==> src/rtl/rr_gnt_pkg.sv <==
// Shared types, default parameters and the round-robin search for rr_gnt_arbiter.
package rr_gnt_pkg;

    localparam int DEF_N_REQ    = 4;
    localparam int DEF_GNT_DLY  = 2;
    localparam int DEF_MAX_WAIT = 64;
    localparam int MAX_N_REQ    = 16;

    typedef enum logic [1:0] {
        ST_IDLE  = 2'd0,
        ST_DELAY = 2'd1,
        ST_GRANT = 2'd2
    } state_t;

    // First set bit of req searching upward from last+1, wrapping at n.
    // Walking downward lets the closest candidate overwrite the farther ones.
    function automatic int rr_pick(input logic [MAX_N_REQ-1:0] req, input int last, input int n);
        int pick;
        int idx;
        pick = last;
        for (int k = n; k >= 1; k--) begin
            idx = last + k;
            if (idx >= n) idx = idx - n;
            if (req[idx]) pick = idx;
        end
        return pick;
    endfunction

endpackage

==> src/rtl/rr_gnt_wdog.sv <==
// Per-requester wait counter: counts cycles spent requesting without a grant,
// saturates at MAX_WAIT and raises a sticky timeout flag when it gets there.
module rr_gnt_wdog import rr_gnt_pkg::*; #(
    parameter int MAX_WAIT = DEF_MAX_WAIT
) (
    input  logic clk,
    input  logic reset,
    input  logic req,
    input  logic gnt,
    output logic timeout
);

    localparam int CW = $clog2(MAX_WAIT + 1);
    localparam logic [CW-1:0] CNT_MAX = CW'(MAX_WAIT);

    logic [CW-1:0] cnt_reg;
    logic [CW-1:0] cnt_next;
    logic          timeout_reg;

    always_comb begin
        cnt_next = '0;
        if (req && !gnt) begin
            cnt_next = (cnt_reg == CNT_MAX) ? cnt_reg : cnt_reg + CW'(1);
        end
    end

    always_ff @(posedge clk) begin
        if (reset) begin
            cnt_reg     <= '0;
            timeout_reg <= 1'b0;
        end else begin
            cnt_reg <= cnt_next;
            if (cnt_next == CNT_MAX) timeout_reg <= 1'b1;
        end
    end

    assign timeout = timeout_reg;

endmodule

==> src/rtl/rr_gnt_arbiter.sv <==
// Round-robin arbiter: pick in IDLE, wait GNT_DLY cycles in DELAY, pulse gnt in GRANT,
// with a per-requester starvation watchdog.
module rr_gnt_arbiter import rr_gnt_pkg::*; #(
    parameter int N_REQ    = DEF_N_REQ,
    parameter int GNT_DLY  = DEF_GNT_DLY,
    parameter int MAX_WAIT = DEF_MAX_WAIT
) (
    input  logic                     clk,
    input  logic                     reset,
    input  logic [N_REQ-1:0]         req,
    output logic [N_REQ-1:0]         gnt,
    output logic [$clog2(N_REQ)-1:0] gnt_id,
    output logic                     busy,
    output logic [N_REQ-1:0]         timeout
);

    localparam int IDW = $clog2(N_REQ);
    localparam logic [7:0] DLY_INIT = 8'(GNT_DLY);

    state_t               state_reg;
    logic [7:0]           dly_reg;
    logic [IDW-1:0]       win_reg;
    logic [IDW-1:0]       last_reg;
    logic [N_REQ-1:0]     gnt_reg;
    logic                 busy_reg;
    logic [MAX_N_REQ-1:0] req_ext;
    logic [IDW-1:0]       pick_id;

    assign req_ext = MAX_N_REQ'(req);
    assign pick_id = IDW'(rr_pick(req_ext, int'(last_reg), N_REQ));

    always_ff @(posedge clk) begin
        if (reset) begin
            state_reg <= ST_IDLE;
            dly_reg   <= '0;
            win_reg   <= '0;
            last_reg  <= IDW'(N_REQ - 1);
            gnt_reg   <= '0;
            busy_reg  <= 1'b0;
        end else begin
            gnt_reg <= '0;
            case (state_reg)
                ST_IDLE: begin
                    if (|req) begin
                        win_reg  <= pick_id;
                        dly_reg  <= DLY_INIT;
                        busy_reg <= 1'b1;
                        if (GNT_DLY == 0) begin
                            state_reg <= ST_GRANT;
                            gnt_reg   <= N_REQ'(1) << pick_id;
                        end else begin
                            state_reg <= ST_DELAY;
                        end
                    end
                end
                ST_DELAY: begin
                    dly_reg <= dly_reg - 8'd1;
                    // A winner that withdraws forfeits its turn; priority is not advanced.
                    if (!req[win_reg]) begin
                        state_reg <= ST_IDLE;
                        busy_reg  <= 1'b0;
                    end else if (dly_reg == 8'd1) begin
                        state_reg <= ST_GRANT;
                        gnt_reg   <= N_REQ'(1) << win_reg;
                    end
                end
                ST_GRANT: begin
                    last_reg  <= win_reg;
                    state_reg <= ST_IDLE;
                    busy_reg  <= 1'b0;
                end
                default: begin
                    state_reg <= ST_IDLE;
                    busy_reg  <= 1'b0;
                end
            endcase
        end
    end

    for (genvar gi = 0; gi < N_REQ; gi++) begin : g_wdog
        rr_gnt_wdog #(
            .MAX_WAIT(MAX_WAIT)
        ) u_wdog (
            .clk    (clk),
            .reset  (reset),
            .req    (req[gi]),
            .gnt    (gnt_reg[gi]),
            .timeout(timeout[gi])
        );
    end

    assign gnt    = gnt_reg;
    assign gnt_id = win_reg;
    assign busy   = busy_reg;

endmodule
==> config.mk <==
export PLATFORM = sky130hd
export DESIGN_NAME = rr_gnt_arbiter
export DESIGN_NICKNAME = d
export VERILOG_FILES = /design/src/rtl/rr_gnt_pkg.sv /design/src/rtl/rr_gnt_wdog.sv /design/src/rtl/rr_gnt_arbiter.sv
export SDC_FILE = /design/constraint.sdc
export NUM_CORES = 1
export LEC_CHECK = 0
export CORE_MARGIN = 3
export CORE_UTILIZATION = 30
export DETAILED_ROUTE_END_ITERATION = 7
export GPL_ROUTABILITY_DRIVEN = 0
export MAX_ROUTING_LAYER = met4
export PLACE_DENSITY = 0.46
export SETUP_SLACK_MARGIN = 0.1
export SKIP_CTS_REPAIR_TIMING = 1
export SYNTH_ARGS = -nofsm -noshare
export SYNTH_HDL_FRONTEND = slang
export SYNTH_SLANG_ARGS = --single-unit
==> constraint.sdc <==
create_clock -name clk -period 2.85 [get_ports clk]
set_input_delay 0.7125 -clock clk [delete_from_list [all_inputs] [get_ports clk]]
set_output_delay 0.7125 -clock clk [all_outputs]
set_load 0.005 [all_outputs]
==> qor.txt <==
====================================================================================================
Outcome                                                                                 finished clean
H-tree depth                                                                                       2
Synth Register Bits                                                                               51
HPWL Detailed                                                                                4.08 mm
Dominant combinational cell family by area after synthesis                              simple AND/OR/NAND/NOR gates
Count of unresolved DRC violations after routing                                                   0
IO buf count                                                                                      16
Top delay family on crit path                                                           simple AND/OR/NAND/NOR gates
Worst vdd ir                                                                              0.000245 V
Post-synthesis cell area                                                                0.00277 sq mm
Detail Route Antenna Nets                                                                          0
Number of buffers and inverters on the critical path                                               1
Worst setup path class                                                                        in2reg
Hold violation count in the final report                                                           0
Kind of start point of the critical path                                                  input port
ANT cells                                                                                          0
Setup TNS                                                                                       0 ns
Most frequent cells in the layout                                                       51 x sky130_fd_sc_hd__dfxtp_1, 44 x sky130_fd_sc_hd__nor2_1, 23 x sky130_fd_sc_hd__nand2_1
Number of placed I/O pins                                                                         17
GRT Overall Usage                                                                              11.6%
Clock Sinks                                                                                       51
Area share of the largest cell type after synthesis                                            36.8%
Setup clock skew after layout                                                             0.00648 ns
Post-Synthesis Net Count                                                                         344
Fmax                                                                                       0.430 GHz
CTS tree                                                                                         yes
Slew at the pin closest to its max-slew limit                                               0.539 ns
Vertical extent of the die                                                                    102 um
Detailed-routing iteration count for the pre-antenna-repair pass                                   4
Synthesized-area fraction occupied by xor and xnor cells                                       7.27%
Most common library cell in the layout ignoring fill and taps                           sky130_fd_sc_hd__dfxtp_1
Class of the tightest hold or removal check                                                  reg2reg
Dominant cell type by area after synthesis                                              sky130_fd_sc_hd__dfxtp_1
Worst setup path startpoint                                                                   req[3]
Multiplexer share of the synthesized area                                                      5.10%
Wire length of the first global-routing pass                                                 9.43 mm
Arrival time of data at the critical path endpoint                                           2.52 ns
Cells on worst reg2reg path                                                                        7
Number of DRC markers in iteration 0                                                              87
Endpoint of the worst-slack reg-to-reg timing path                                         gnt_id[0]
Net count, final                                                                                 351
Hold path startpoint                                                                    g_wdog[0].u_wdog.timeout
Maximum number of pins on one net before global-route repair                                      15
Clock-pin slew reported for the worst setup and hold paths after clock tree synthesis        0.09 ns
Post-Syn Instances                                                                               323
Worst-case setup slack after placement                                                      0.206 ns
Cell variety after synth                                                                          57
Area fraction in compound gates after synthesis                                                12.2%
Setup repair after global routing missed its margin                                               no
Worst r2r src                                                                            last_reg[0]
Worst-case headroom to the max-slew limit                                                      63.7%
Latest clock arrival within the worst-skew pair                                              0.30 ns
Slowest-stage cell, CP                                                                  sky130_fd_sc_hd__nor4_1
Number of failing setup endpoints in the final timing report                                       0
Largest register FFs                                                                              28
Endpoint, Worst Hold                                                                    g_wdog[0].u_wdog.timeout
Max_cap viols                                                                                      0
Highest fanout seen on the critical path                                                           6
Area grow syn2layout                                                                           10.4%
Adder-Cell Fraction of Synth Area                                                              6.77%
Number of synthesized flops with an enable pin                                                     0
Worst hold path depth                                                                              2
Number of pins exceeding their max-slew limit in the final report                                  0
Total grt overflow                                                                                 0
Setup slack, reg-to-reg                                                                      0.54 ns
CTS Buffer Depth                                                                                   2
Crit-path max cell delay                                                                     0.56 ns
Floorplan row count                                                                               34
Setup crit end kind                                                                             flop
Pwr Density                                                                              440 mW/mm^2
Data required time at the worst endpoint                                                     3.04 ns
Starting Density                                                                               31.3%
Via count of the first global-routing pass                                                     1,969
TritonCTS Buffers                                                                                  5
Horiz. Die Dim                                                                                102 um
Final worst path period share                                                                  81.6%
Mean area per synthesized cell                                                            8.58 sq um
Leakage power summed over all cells                                                          1.13 nW
Fraction of the mapped netlist area in simple logic gates                                      25.4%
Antenna violations before repair                                                                   0
Shortest period the worst path allows                                                        2.33 ns
Most used flip-flop cell after synthesis                                                sky130_fd_sc_hd__dfxtp_1
Total number of vias                                                                           2,195
Routed wire length                                                                           5.57 mm
Sequence of cells on the critical path                                                  clkdlybuf4s50_1 -> nor4_1 -> nor3_1 -> nand3_1 -> mux2i_1 -> a311o_1
CTS root buf                                                                            sky130_fd_sc_hd__clkbuf_8
Synth Warn #                                                                                       0
Final worst slack                                                                           0.525 ns
Portion of the post-synthesis area used by sequential elements                                 36.8%
Core outline area                                                                       0.00885 sq mm
Top area cells in the synthesized netlist                                               sky130_fd_sc_hd__dfxtp_1 37%, sky130_fd_sc_hd__ha_1 6.8%, sky130_fd_sc_hd__nor2_1 6.0%
Total die area                                                                          0.0104 sq mm
Share of final-layout standard cells stronger than drive strength 1                            6.06%
Wire per inst                                                                                12.7 um
Async set-reset flop share out of synthesis                                                       0%
Vias per inst                                                                                   5.01
====================================================================================================
[synth_stat cells, types with 5 or more instances]
| cell type | instances |
|---|---|
| sky130_fd_sc_hd__xor2_1 | 11 |
| sky130_fd_sc_hd__xnor2_1 | 12 |
| sky130_fd_sc_hd__nand3_1 | 22 |
| sky130_fd_sc_hd__nand2b_1 | 5 |
| sky130_fd_sc_hd__o21ai_0 | 11 |
| sky130_fd_sc_hd__ha_1 | 15 |
| sky130_fd_sc_hd__nor3b_1 | 6 |
| sky130_fd_sc_hd__dfxtp_1 | 51 |
| sky130_fd_sc_hd__or3_1 | 6 |
| sky130_fd_sc_hd__clkbuf_1 | 7 |
| sky130_fd_sc_hd__inv_1 | 18 |
| sky130_fd_sc_hd__nand2_1 | 23 |
| sky130_fd_sc_hd__a21oi_1 | 9 |
| sky130_fd_sc_hd__nor3_1 | 7 |
| sky130_fd_sc_hd__buf_4 | 8 |
| sky130_fd_sc_hd__nand4_1 | 5 |
| sky130_fd_sc_hd__nor2_1 | 44 |
[per-layer routing]
metal | up-vias | track usage [%] | wire length (um) | share of wire, %
li1 | 1141 | - | - | -
met1 | 1020 | 15.8 | 2870 | 51
met2 | 28 | 17.3 | 2460 | 44
met3 | 6 | 2.25 | 186 | 3.3
met4 | 0 | 3.83 | 61 | 1.1
met5 | - | - | 0 | 0
[tightest hold or removal path, cell delays in order (launching register included)]
cell and delay (ns):
sky130_fd_sc_hd__dfxtp_1 0.32, sky130_fd_sc_hd__inv_1 0.05, sky130_fd_sc_hd__o32ai_1 0.06
[where the power goes]
| group | leakage, nW | internal (mW) | switching [mW] |
|---|---|---|---|
| logic | 0.669 | 0.0725 | 0.0798 |
| registers | 0.414 | 0.735 | 0.0294 |
| clock network | 0.0470 | 0.191 | 0.237 |
| total | 1.13 | 0.998 | 0.346 |
[cell type report]
| type | instances | area, sq um |
|---|---|---|
| fillers | 924 | 5790 |
| well taps | 108 | 135 |
| flip-flops and latches | 51 | 1020 |
| inverters | 18 | 67.6 |
| clock inverters | 1 | 5.00 |
| repair buffers | 18 | 175 |
| clock buffers | 6 | 82.6 |
| multi-input cells | 236 | 1570 |
[worst max-delay path by stage]
stage / end / depth (start not counted)
final: gnt_id[0] / 6
after detailed placement: gnt_id[0] / 6
after floorplan: gnt_id[0] / 7
after CTS: gnt_id[0] / 6
after global routing: gnt_id[0] / 6
after global placement: gnt_id[0] / 6
[cells by family (layout without fill, tap and decap cells)]
| group | after synthesis | in the layout |
|---|---|---|
| flops | 51 | 51 |
| xor+xnor | 23 | 23 |
| simple gates | 139 | 139 |
| fa+ha+maj | 15 | 15 |
| mux | 11 | 11 |
| buf+inv | 36 | 43 |
| compound gates | 48 | 48 |
[per-stage QoR]
stage / util (%) / std cells / cell area (sq um) / total power, mW / hold WS (ns)
after floorplan: - / 323 / 2770 / 0.883 / 0.433
after global placement: 33.6 / 431 / 2970 / 0.933 / 0.454
after detailed placement: 33.6 / 431 / 2970 / 0.933 / 0.455
after CTS: 34.6 / 438 / 3060 / 1.37 / 0.475
after global routing: 34.6 / 438 / 3060 / 1.42 / 0.491
final: 34.6 / 438 / 3060 / 1.34 / 0.468
No activity file was read; power rests on OpenSTA's default activity.
